<file path="src/rtl/core_ctrl_pkg.sv">
// +----------------------------------------------------------------------------+
// | core_ctrl_pkg                                                              |
// | Shared encodings for the multicycle core controller and its decoder.       |
// | Rev 1.0                                                                    |
// +----------------------------------------------------------------------------+
`default_nettype none

package core_ctrl_pkg;

    localparam logic [3:0] OP_LW    = 4'b0000;
    localparam logic [3:0] OP_SW    = 4'b0001;
    localparam logic [3:0] OP_JMP   = 4'b0010;
    localparam logic [3:0] OP_BZ    = 4'b0100;
    localparam logic [3:0] OP_RTYPE = 4'b1000;
    localparam logic [3:0] OP_ADDI  = 4'b1100;
    localparam logic [3:0] OP_SUBI  = 4'b1101;
    localparam logic [3:0] OP_ANDI  = 4'b1110;
    localparam logic [3:0] OP_ORI   = 4'b1111;

    typedef logic [3:0] state_t;
    localparam state_t ST_FETCH  = 4'd0;
    localparam state_t ST_DECODE = 4'd1;
    localparam state_t ST_ADDR   = 4'd2;
    localparam state_t ST_MEM_RD = 4'd3;
    localparam state_t ST_WB_MEM = 4'd4;
    localparam state_t ST_MEM_WR = 4'd5;
    localparam state_t ST_EXEC_R = 4'd6;
    localparam state_t ST_EXEC_I = 4'd7;
    localparam state_t ST_WB_ALU = 4'd8;
    localparam state_t ST_BRANCH = 4'd9;
    localparam state_t ST_JUMP   = 4'd10;
    localparam state_t ST_TRAP   = 4'd11;

    typedef logic [2:0] iclass_t;
    localparam iclass_t CL_NOP     = 3'd0;
    localparam iclass_t CL_LW      = 3'd1;
    localparam iclass_t CL_SW      = 3'd2;
    localparam iclass_t CL_JMP     = 3'd3;
    localparam iclass_t CL_BZ      = 3'd4;
    localparam iclass_t CL_RTYPE   = 3'd5;
    localparam iclass_t CL_IMM     = 3'd6;
    localparam iclass_t CL_ILLEGAL = 3'd7;

    localparam logic [2:0] ALU_MOV = 3'b000;
    localparam logic [2:0] ALU_ADD = 3'b001;
    localparam logic [2:0] ALU_SUB = 3'b010;
    localparam logic [2:0] ALU_AND = 3'b011;
    localparam logic [2:0] ALU_OR  = 3'b100;
    localparam logic [2:0] ALU_NOT = 3'b101;

    localparam logic [1:0] PCSRC_ALU    = 2'b00;
    localparam logic [1:0] PCSRC_ALUOUT = 2'b01;
    localparam logic [1:0] PCSRC_JUMP   = 2'b10;

    localparam logic [1:0] SRCB_REGB = 2'b00;
    localparam logic [1:0] SRCB_ONE  = 2'b01;
    localparam logic [1:0] SRCB_SEXT = 2'b10;

    // Lowest set function bit selects the ALU operation; no bit set means mov.
    function automatic logic [2:0] rtype_alu_op(input logic [5:0] fn);
        logic [2:0] r;
        r = ALU_MOV;
        for (int i = 5; i >= 0; i--) begin
            if (fn[i]) r = 3'(i);
        end
        return r;
    endfunction

endpackage

`default_nettype wire

</file>
<file path="src/rtl/mcc_instr_decode.sv">
// +----------------------------------------------------------------------------+
// | mcc_instr_decode                                                           |
// | Combinational instruction classifier: class, ALU op, write-back, window.   |
// | Rev 1.0                                                                    |
// +----------------------------------------------------------------------------+
`default_nettype none

module mcc_instr_decode
    import core_ctrl_pkg::*;
(
    input  logic [15:0] instr_i,
    output iclass_t     class_o,
    output logic [2:0]  alu_op_o,
    output logic        writes_reg_o,
    output logic        is_window_o
);

    logic [3:0] op;
    logic [7:0] fn;
    logic [3:0] unused_mid;

    assign op         = instr_i[15:12];
    assign fn         = instr_i[7:0];
    assign unused_mid = instr_i[11:8];

    always_comb begin
        class_o      = CL_ILLEGAL;
        alu_op_o     = ALU_ADD;
        writes_reg_o = 1'b0;
        is_window_o  = 1'b0;
        case (op)
            OP_LW: begin
                class_o      = (instr_i == 16'h0000) ? CL_NOP : CL_LW;
                writes_reg_o = (instr_i != 16'h0000);
            end
            OP_SW:  class_o = CL_SW;
            OP_JMP: class_o = CL_JMP;
            OP_BZ: begin
                class_o  = CL_BZ;
                alu_op_o = ALU_SUB;
            end
            OP_RTYPE: begin
                class_o      = CL_RTYPE;
                alu_op_o     = rtype_alu_op(fn[5:0]);
                writes_reg_o = (fn[7:6] == 2'b00);
                is_window_o  = fn[7];
            end
            OP_ADDI, OP_SUBI, OP_ANDI, OP_ORI: begin
                class_o      = CL_IMM;
                alu_op_o     = {1'b0, op[1:0]} + 3'd1;
                writes_reg_o = 1'b1;
            end
            default: class_o = CL_ILLEGAL;
        endcase
    end

endmodule

`default_nettype wire

</file>
<file path="src/rtl/multicycle_core_controller.sv">
// +----------------------------------------------------------------------------+
// | multicycle_core_controller                                                 |
// | FETCH/DECODE/EXEC/MEM/WB sequencer with handshaked, time-limited memory.   |
// | Optional macro MCC_ILLEGAL_TRAP_EN: undefined opcodes trap (adds trap).    |
// | Rev 1.0                                                                    |
// +----------------------------------------------------------------------------+
`default_nettype none

module multicycle_core_controller
    import core_ctrl_pkg::*;
#(
    parameter int unsigned MEM_TIMEOUT = 255
) (
    input  logic        clk,
    input  logic        rst,
    input  logic [15:0] instruction,
    input  logic        alu_zero,
    input  logic        mem_ready,
    output logic        mem_read,
    output logic        mem_write,
    output logic        i_or_d,
    output logic        ir_write,
    output logic        pc_write,
    output logic        pc_write_cond,
    output logic [1:0]  pc_src,
    output logic        alu_src_a,
    output logic [1:0]  alu_src_b,
    output logic [2:0]  alu_op,
    output logic        reg_write,
    output logic        mem_to_reg,
    output logic        set_window,
    output logic [1:0]  in_window,
    output logic        mem_error
`ifdef MCC_ILLEGAL_TRAP_EN
    ,
    output logic        trap
`endif
);

    localparam int unsigned CNT_W = (MEM_TIMEOUT < 2) ? 1 : $clog2(MEM_TIMEOUT + 1);

    state_t         state_q, state_d;
    logic [CNT_W-1:0] wait_cnt_q, wait_cnt_d;
    logic           mem_error_q, mem_error_d;

    iclass_t        dec_class;
    logic [2:0]     dec_alu_op;
    logic           dec_writes;
    logic           dec_window;
    logic           is_mem_state;
    logic           timeout_hit;
    logic           unused_alu_zero;

    // The zero flag is qualified by the datapath using pc_write_cond.
    assign unused_alu_zero = alu_zero;

    mcc_instr_decode u_decode (
        .instr_i      (instruction),
        .class_o      (dec_class),
        .alu_op_o     (dec_alu_op),
        .writes_reg_o (dec_writes),
        .is_window_o  (dec_window)
    );

    assign is_mem_state = (state_q == ST_FETCH) || (state_q == ST_MEM_RD) || (state_q == ST_MEM_WR);
    // A ready in the final allowed cycle completes the access instead of timing out.
    assign timeout_hit  = (MEM_TIMEOUT != 0) && is_mem_state && !mem_ready &&
                          (wait_cnt_q == CNT_W'(MEM_TIMEOUT - 1));

    always_ff @(posedge clk) begin
        if (rst) begin
            state_q     <= ST_FETCH;
            wait_cnt_q  <= '0;
            mem_error_q <= 1'b0;
        end else begin
            state_q     <= state_d;
            wait_cnt_q  <= wait_cnt_d;
            mem_error_q <= mem_error_d;
        end
    end

    always_comb begin
        state_d     = state_q;
        wait_cnt_d  = '0;
        mem_error_d = mem_error_q | timeout_hit;
        if (is_mem_state && !mem_ready && !timeout_hit) begin
            wait_cnt_d = (&wait_cnt_q) ? wait_cnt_q : wait_cnt_q + CNT_W'(1);
        end
        case (state_q)
            ST_FETCH: begin
                if (mem_ready) state_d = ST_DECODE;
            end
            ST_DECODE: begin
                case (dec_class)
                    CL_NOP:          state_d = ST_FETCH;
                    CL_LW, CL_SW:    state_d = ST_ADDR;
                    CL_JMP:          state_d = ST_JUMP;
                    CL_BZ:           state_d = ST_BRANCH;
                    CL_RTYPE:        state_d = ST_EXEC_R;
                    CL_IMM:          state_d = ST_EXEC_I;
`ifdef MCC_ILLEGAL_TRAP_EN
                    default:         state_d = ST_TRAP;
`else
                    default:         state_d = ST_FETCH;
`endif
                endcase
            end
            ST_ADDR:   state_d = (dec_class == CL_SW) ? ST_MEM_WR : ST_MEM_RD;
            ST_MEM_RD: begin
                if (mem_ready)        state_d = ST_WB_MEM;
                else if (timeout_hit) state_d = ST_FETCH;
            end
            ST_MEM_WR: begin
                if (mem_ready || timeout_hit) state_d = ST_FETCH;
            end
            ST_EXEC_R: state_d = (!dec_window && dec_writes) ? ST_WB_ALU : ST_FETCH;
            ST_EXEC_I: state_d = ST_WB_ALU;
            ST_WB_MEM, ST_WB_ALU, ST_BRANCH, ST_JUMP: state_d = ST_FETCH;
`ifdef MCC_ILLEGAL_TRAP_EN
            ST_TRAP:   state_d = ST_TRAP;
`endif
            default:   state_d = ST_FETCH;
        endcase
    end

    // Outputs are forced inactive while reset is asserted.
    always_comb begin
        mem_read      = 1'b0;
        mem_write     = 1'b0;
        i_or_d        = 1'b0;
        ir_write      = 1'b0;
        pc_write      = 1'b0;
        pc_write_cond = 1'b0;
        pc_src        = PCSRC_ALU;
        alu_src_a     = 1'b0;
        alu_src_b     = SRCB_REGB;
        alu_op        = ALU_MOV;
        reg_write     = 1'b0;
        mem_to_reg    = 1'b0;
        set_window    = 1'b0;
        in_window     = 2'b00;
        mem_error     = 1'b0;
`ifdef MCC_ILLEGAL_TRAP_EN
        trap          = 1'b0;
`endif
        if (!rst) begin
            in_window = instruction[1:0];
            mem_error = mem_error_q;
            case (state_q)
                ST_FETCH: begin
                    mem_read  = 1'b1;
                    alu_src_b = SRCB_ONE;
                    alu_op    = ALU_ADD;
                    ir_write  = mem_ready;
                    pc_write  = mem_ready;
                end
                ST_DECODE: begin
                    alu_src_b = SRCB_SEXT;
                    alu_op    = ALU_ADD;
                end
                ST_ADDR: begin
                    alu_src_a = 1'b1;
                    alu_src_b = SRCB_SEXT;
                    alu_op    = ALU_ADD;
                end
                ST_MEM_RD: begin
                    mem_read = 1'b1;
                    i_or_d   = 1'b1;
                end
                ST_WB_MEM: begin
                    reg_write  = 1'b1;
                    mem_to_reg = 1'b1;
                end
                ST_MEM_WR: begin
                    mem_write = 1'b1;
                    i_or_d    = 1'b1;
                end
                ST_EXEC_R: begin
                    alu_src_a  = 1'b1;
                    alu_op     = dec_alu_op;
                    set_window = dec_window;
                end
                ST_EXEC_I: begin
                    alu_src_a = 1'b1;
                    alu_src_b = SRCB_SEXT;
                    alu_op    = dec_alu_op;
                end
                ST_WB_ALU: reg_write = 1'b1;
                ST_BRANCH: begin
                    alu_src_a     = 1'b1;
                    alu_op        = ALU_SUB;
                    pc_write_cond = 1'b1;
                    pc_src        = PCSRC_ALUOUT;
                end
                ST_JUMP: begin
                    pc_write = 1'b1;
                    pc_src   = PCSRC_JUMP;
                end
                ST_TRAP: begin
                    in_window = 2'b00;
                    mem_error = 1'b0;
`ifdef MCC_ILLEGAL_TRAP_EN
                    trap      = 1'b1;
`endif
                end
                default: begin
                    in_window = 2'b00;
                end
            endcase
        end
    end

endmodule

`default_nettype wire

</file>
<file path="config.mk">
export PLATFORM = sky130hd
export DESIGN_NAME = multicycle_core_controller
export DESIGN_NICKNAME = d
export VERILOG_FILES = /design/src/rtl/core_ctrl_pkg.sv /design/src/rtl/mcc_instr_decode.sv /design/src/rtl/multicycle_core_controller.sv
export SDC_FILE = /design/constraint.sdc
export NUM_CORES = 1
export LEC_CHECK = 0
export CORE_MARGIN = 2
export CORE_UTILIZATION = 42
export CTS_BUF_LIST = sky130_fd_sc_hd__clkbuf_16
export CTS_CLUSTER_DIAMETER = 30
export CTS_CLUSTER_SIZE = 28
export DETAILED_ROUTE_END_ITERATION = 12
export GPL_ROUTABILITY_DRIVEN = 1
export PLACE_DENSITY = 0.77
export RECOVER_POWER = 50
export SETUP_SLACK_MARGIN = 0.02
export SLEW_MARGIN = 20
export SYNTH_ARGS = -nofsm -noshare
export SYNTH_HDL_FRONTEND = slang
export SYNTH_SLANG_ARGS = --single-unit
</file>
<file path="constraint.sdc">
create_clock -name clk -period 1.7 [get_ports clk]
set_input_delay 0.34 -clock clk [delete_from_list [all_inputs] [get_ports clk]]
set_output_delay 0.34 -clock clk [all_outputs]
set_load 0.005 [all_outputs]
</file>
==> results of run 1 <==
[metrics by stage]
stage                     instance area (um^2)  hold WS [ns]  std cells   util  setup WS [ns]
after floorplan                           1240         0.432        177      -         0.0330
after global placement                    1980         0.454        285  0.713          -1.01
after detailed placement                  1980         0.476        285  0.713          -1.19
after CTS                                 2600         0.448        322  0.935         -0.237
[logic make-up after synthesis]
family / after synthesis
DFF: 13
AOI/OAI and AO/OA: 51
xor gates and xnor gates: 8
adders and majority gates: 6
buffers and inverters: 23
and+or+nand+nor: 76
[synth_stat cells, types with 4 or more instances]
master,count,share of area
a21oi_1,14,0.057
and3_1,7,0.036
clkbuf_1,8,0.024
dfxtp_1,13,0.21
ha_1,6,0.061
inv_1,12,0.037
nand2_1,8,0.024
nand3_1,6,0.024
nor2_1,20,0.061
nor3_1,9,0.037
nor4_1,5,0.025
o211ai_1,5,0.030
o21ai_0,9,0.037
or3_1,4,0.020
xnor2_1,4,0.028
xor2_1,4,0.028
[timing repair]
action	4_1_cts
pin swaps	40
resized for setup	202
buffers inserted	36
endpoints found under the hold margin	0
endpoints found under the setup margin	32
hold buffers	0
==> results.cfg, run 1 <==
[synthesis]
avgSynthCellArea_um2 = 6.96
synth.distinct_cells = 44
synth-adder-area-share = 0.0609
synthXorXnorAreaFrac = 0.0569
netlist_instances = 177
synth_compound_area_frac = 0.272
ys_ff_latch = 13
ys_async_sr_fraction = 0
synth_top_family_by_area = simple AND/OR/NAND/NOR gates
ys_seq_area_frac = 0.211
muxShareOfSynthArea = 0
ys_warn_count = 0
syn-cell-area_um2 = 1230
synth_edf_count = 0
syn-num-nets = 203
ys.flop_type = dfxtp_1
yosys.area_share.simple = 0.325

[placed_design]
gp_congestion = 0.871
numPortBuffers = 38
dp_hpwl_um = 3470

[status]
status = did not finish
error = [ERROR DPL-0038] Utilization greater than 100%, impossible to legalize
stop_stage = global routing

[timing]
worst-ep-kind = output port
postGrtWorstEndpoint = alu_op[0]

[global_routing]
grt_start_max_net_pins = 9

[die]
die_y_um = 58.2
initial_utilization = 0.443
fp-row-count = 19
pin_count = 40
die_x_um = 58.2

[clock_network]
cts_root_buffer = clkbuf_16
cts_buffers = 3
h-tree-depth = 1
cts.sinks = 13
clock_path_buffers = 2
==> run 2, diff against run 1 <==
CORE_UTILIZATION = 30   (was 42)
CTS_BUF_LIST = default   (was sky130_fd_sc_hd__clkbuf_16)
CTS_CLUSTER_DIAMETER = default   (was 30)
CTS_CLUSTER_SIZE = default   (was 28)
PLACE_DENSITY = default   (was 0.77)
PLACE_DENSITY_LB_ADDON = 0.15   (was default)
SETUP_SLACK_MARGIN = default   (was 0.02)
clock period = 2.2 ns   (was 1.7 ns; I/O delays follow)
==> results.cfg, run 2 <==
[global_routing]
track_usage = 0.195
grt-ovfl-total = 0
grt_start_max_net_pins = 14
grt_pass1_vias = 1562
grt_pass1_wl_um = 7010
antenna_found_initial = 0

[layout]
area_growth_pct = 73.3
fillers = 394
largest-register = wait_cnt_q
antenna_cells = 0
largest_reg_flops = 8
final_cell_mix = buf_4, clkdlybuf4s50_1, nor2_1
layout_commonest_cell = buf_4
top_regs = wait_cnt_q: 8 flops, state_q: 4 flops, mem_error_q: 1 flops
final_area_um2 = 2140
drive_gt1_frac = 0.329
nets = 282

[synthesis]
synth_top_area_share = 0.211
synth_edf_count = 0
yosys.area_share.simple = 0.325
yosysMostFrequentCell = nor2_1
muxShareOfSynthArea = 0
ys_seq_area_frac = 0.211
ys_ff_latch = 13
syn-cell-area_um2 = 1230
yosys.area.top_type = dfxtp_1
synth_common_cells = nor2_1, a21oi_1, dfxtp_1
ys.flop_type = dfxtp_1
synth.distinct_cells = 44
syn-num-nets = 203
synth_compound_area_frac = 0.272
netlist_instances = 177
avgSynthCellArea_um2 = 6.96
synth_area_leaders = dfxtp_1, ha_1, nor2_1
ys_async_sr_fraction = 0
synthXorXnorAreaFrac = 0.0569
ys_warn_count = 0
synth_top_family_by_area = simple AND/OR/NAND/NOR gates
synth-adder-area-share = 0.0609

[clock_network]
clock_path_buffers = 2
cts_buffers = 3
cts_tree = built
h-tree-depth = 1
cts.sinks = 13
clkLatencyLatePin_ns = 0.24
cts_root_buffer = clkbuf_8
cts.clk_slew.worst_paths_ns = 0.06

[timing]
setup_slack_ns = -0.00739
fin_crit_sh = 1.00
period_needed_ns = 2.21
relSlewSlack = 0.724
hold_viol = 0
drv_slew = 0
hold_ws_ns = 0.472
tightest_slew_ns = 0.403
rsz0062_at_grt = yes
fmax_mhz = 453
fin_skew_ns = 0.00338
finalSetupViolCount = 1

[status]
status = finished, violations left
violations = setup timing

[worst_setup_path]
cp.required_ns = 1.76
cp_cell_sequence = clkdlybuf4s50_1 > o211ai_1 > o21ai_1 > a22oi_2 > o21bai_1 > dlygate4sd2_1
crit_type = primary input to output pin
r2r_slack_ns = 0.16
worstSetupStartpoint = instruction[3]
r2r_cells = 6
cp-start-kind = primary input
crit_path_end_kind = output pin
timing.rr.start = state_q[0]$_SDFFE_PP0P_
arrival_ns = 1.77
endpoint = alu_op[1]
slowest_stage = clkdlybuf4s50_1
crit_fanout = 3
critPathMaxStageDelay_ns = 0.46
r2r-end = wait_cnt_q[3]$_SDFFE_PP0N_

[detailed_routing]
wl_per_cell_um = 13.5
drc = 0
first_pass_iters = 4
routed_wl_um = 4120
drt_iter0_markers = 87
ant_nets = 0
num_vias = 1556
vias_per_cell = 5.10

[die]
die_y_um = 68.1
fp-row-count = 23
die_x_um = 68.1
initial_utilization = 0.310
core_um2 = 3970
pin_count = 40
die_area_um2 = 4640

[placed_design]
gp_congestion = 0.837
numPortBuffers = 38
placed_cell_area_um2 = 1950
dp_hpwl_um = 3190

[power_and_ir_drop]
cellLeakagePower_uw = 0.000875
peakVddDrop_mv = 0.294
p_per_area_nw_per_um2 = 352

[flow_run]
drv_cap = 0

[worst_hold_path]
hold_class = flip-flop to flip-flop
## run 2: cell counts after synthesis
Identical to the previous run, type by type.
## run 2: worst min path at each step
stage,end,startpoint,cells after the start
floorplan,mem_error_q$_SDFF_PP0_,mem_error_q$_SDFF_PP0_,2
global placement,mem_error_q$_SDFF_PP0_,mem_error_q$_SDFF_PP0_,2
detailed placement,mem_error_q$_SDFF_PP0_,mem_error_q$_SDFF_PP0_,2
CTS,mem_error_q$_SDFF_PP0_,mem_error_q$_SDFF_PP0_,2
global route,mem_error_q$_SDFF_PP0_,mem_error_q$_SDFF_PP0_,2
finish,mem_error_q$_SDFF_PP0_,mem_error_q$_SDFF_PP0_,2
## run 2: metrics by stage
stage	setup slack, ns	cells	util	power, uW	TNS (ns)
floorplan	0.287	177	-	365	0
global placement	-0.779	297	0.491	517	-6.45
detailed placement	-0.856	297	0.491	523	-6.55
CTS	-0.0592	304	0.528	749	-0.0854
global route	-0.0837	305	0.538	804	-0.304
finish	-0.00739	305	0.538	751	-0.00739
## run 2: cell type report
| cell class | count | area [um^2] | share of cell area |
|---|---|---|---|
| Timing Repair Buffer | 85 | 712 | 0.333 |
| Clock buffer | 4 | 45.0 | 0.0211 |
| Multi-Input combinational cell | 141 | 1010 | 0.472 |
| Inverter | 12 | 45.0 | 0.0211 |
| Tap cell | 50 | 62.6 | 0.0293 |
| Sequential cell | 13 | 264 | 0.124 |
## run 2: power by group
part	leakage [uW]	total, uW	switching (uW)	internal [uW]
combinational	0.000746	285	130	155
clock	0.0000228	209	80.9	128
sequential	0.000107	257	14.5	243
total	0.000875	751	226	526
## run 2: critical path: cells and delay by family
family          cells  cell delay, ns
buf+inv             2            0.73
compound gates      4            0.61
## run 2: layer usage
layer / GRT usage / wire length [um] / share of wire
met4: 0.0475 / 89 / 0.022
met2: 0.348 / 2030 / 0.49
met1: 0.240 / 1850 / 0.45
met5: 0 / 0 / 0
met3: 0.0362 / 154 / 0.037
## run 2: cells by family (layout without fill, tap and decap cells)
family | Yosys count | after routing
fa+ha+maj | 6 | 6
buf+inv | 23 | 101
xor+xnor | 8 | 8
simple gates | 76 | 76
compound gates | 51 | 51
flops | 13 | 13
## run 2: timing repair
item | CTS | global route
pin swaps | 7 | 7
buffers inserted | 3 | 1
hold buffers | 0 | 0
setup endpoints to repair | 20 | 14
gates resized for setup | 48 | 18
No activity file was read; power rests on OpenSTA's default activity.
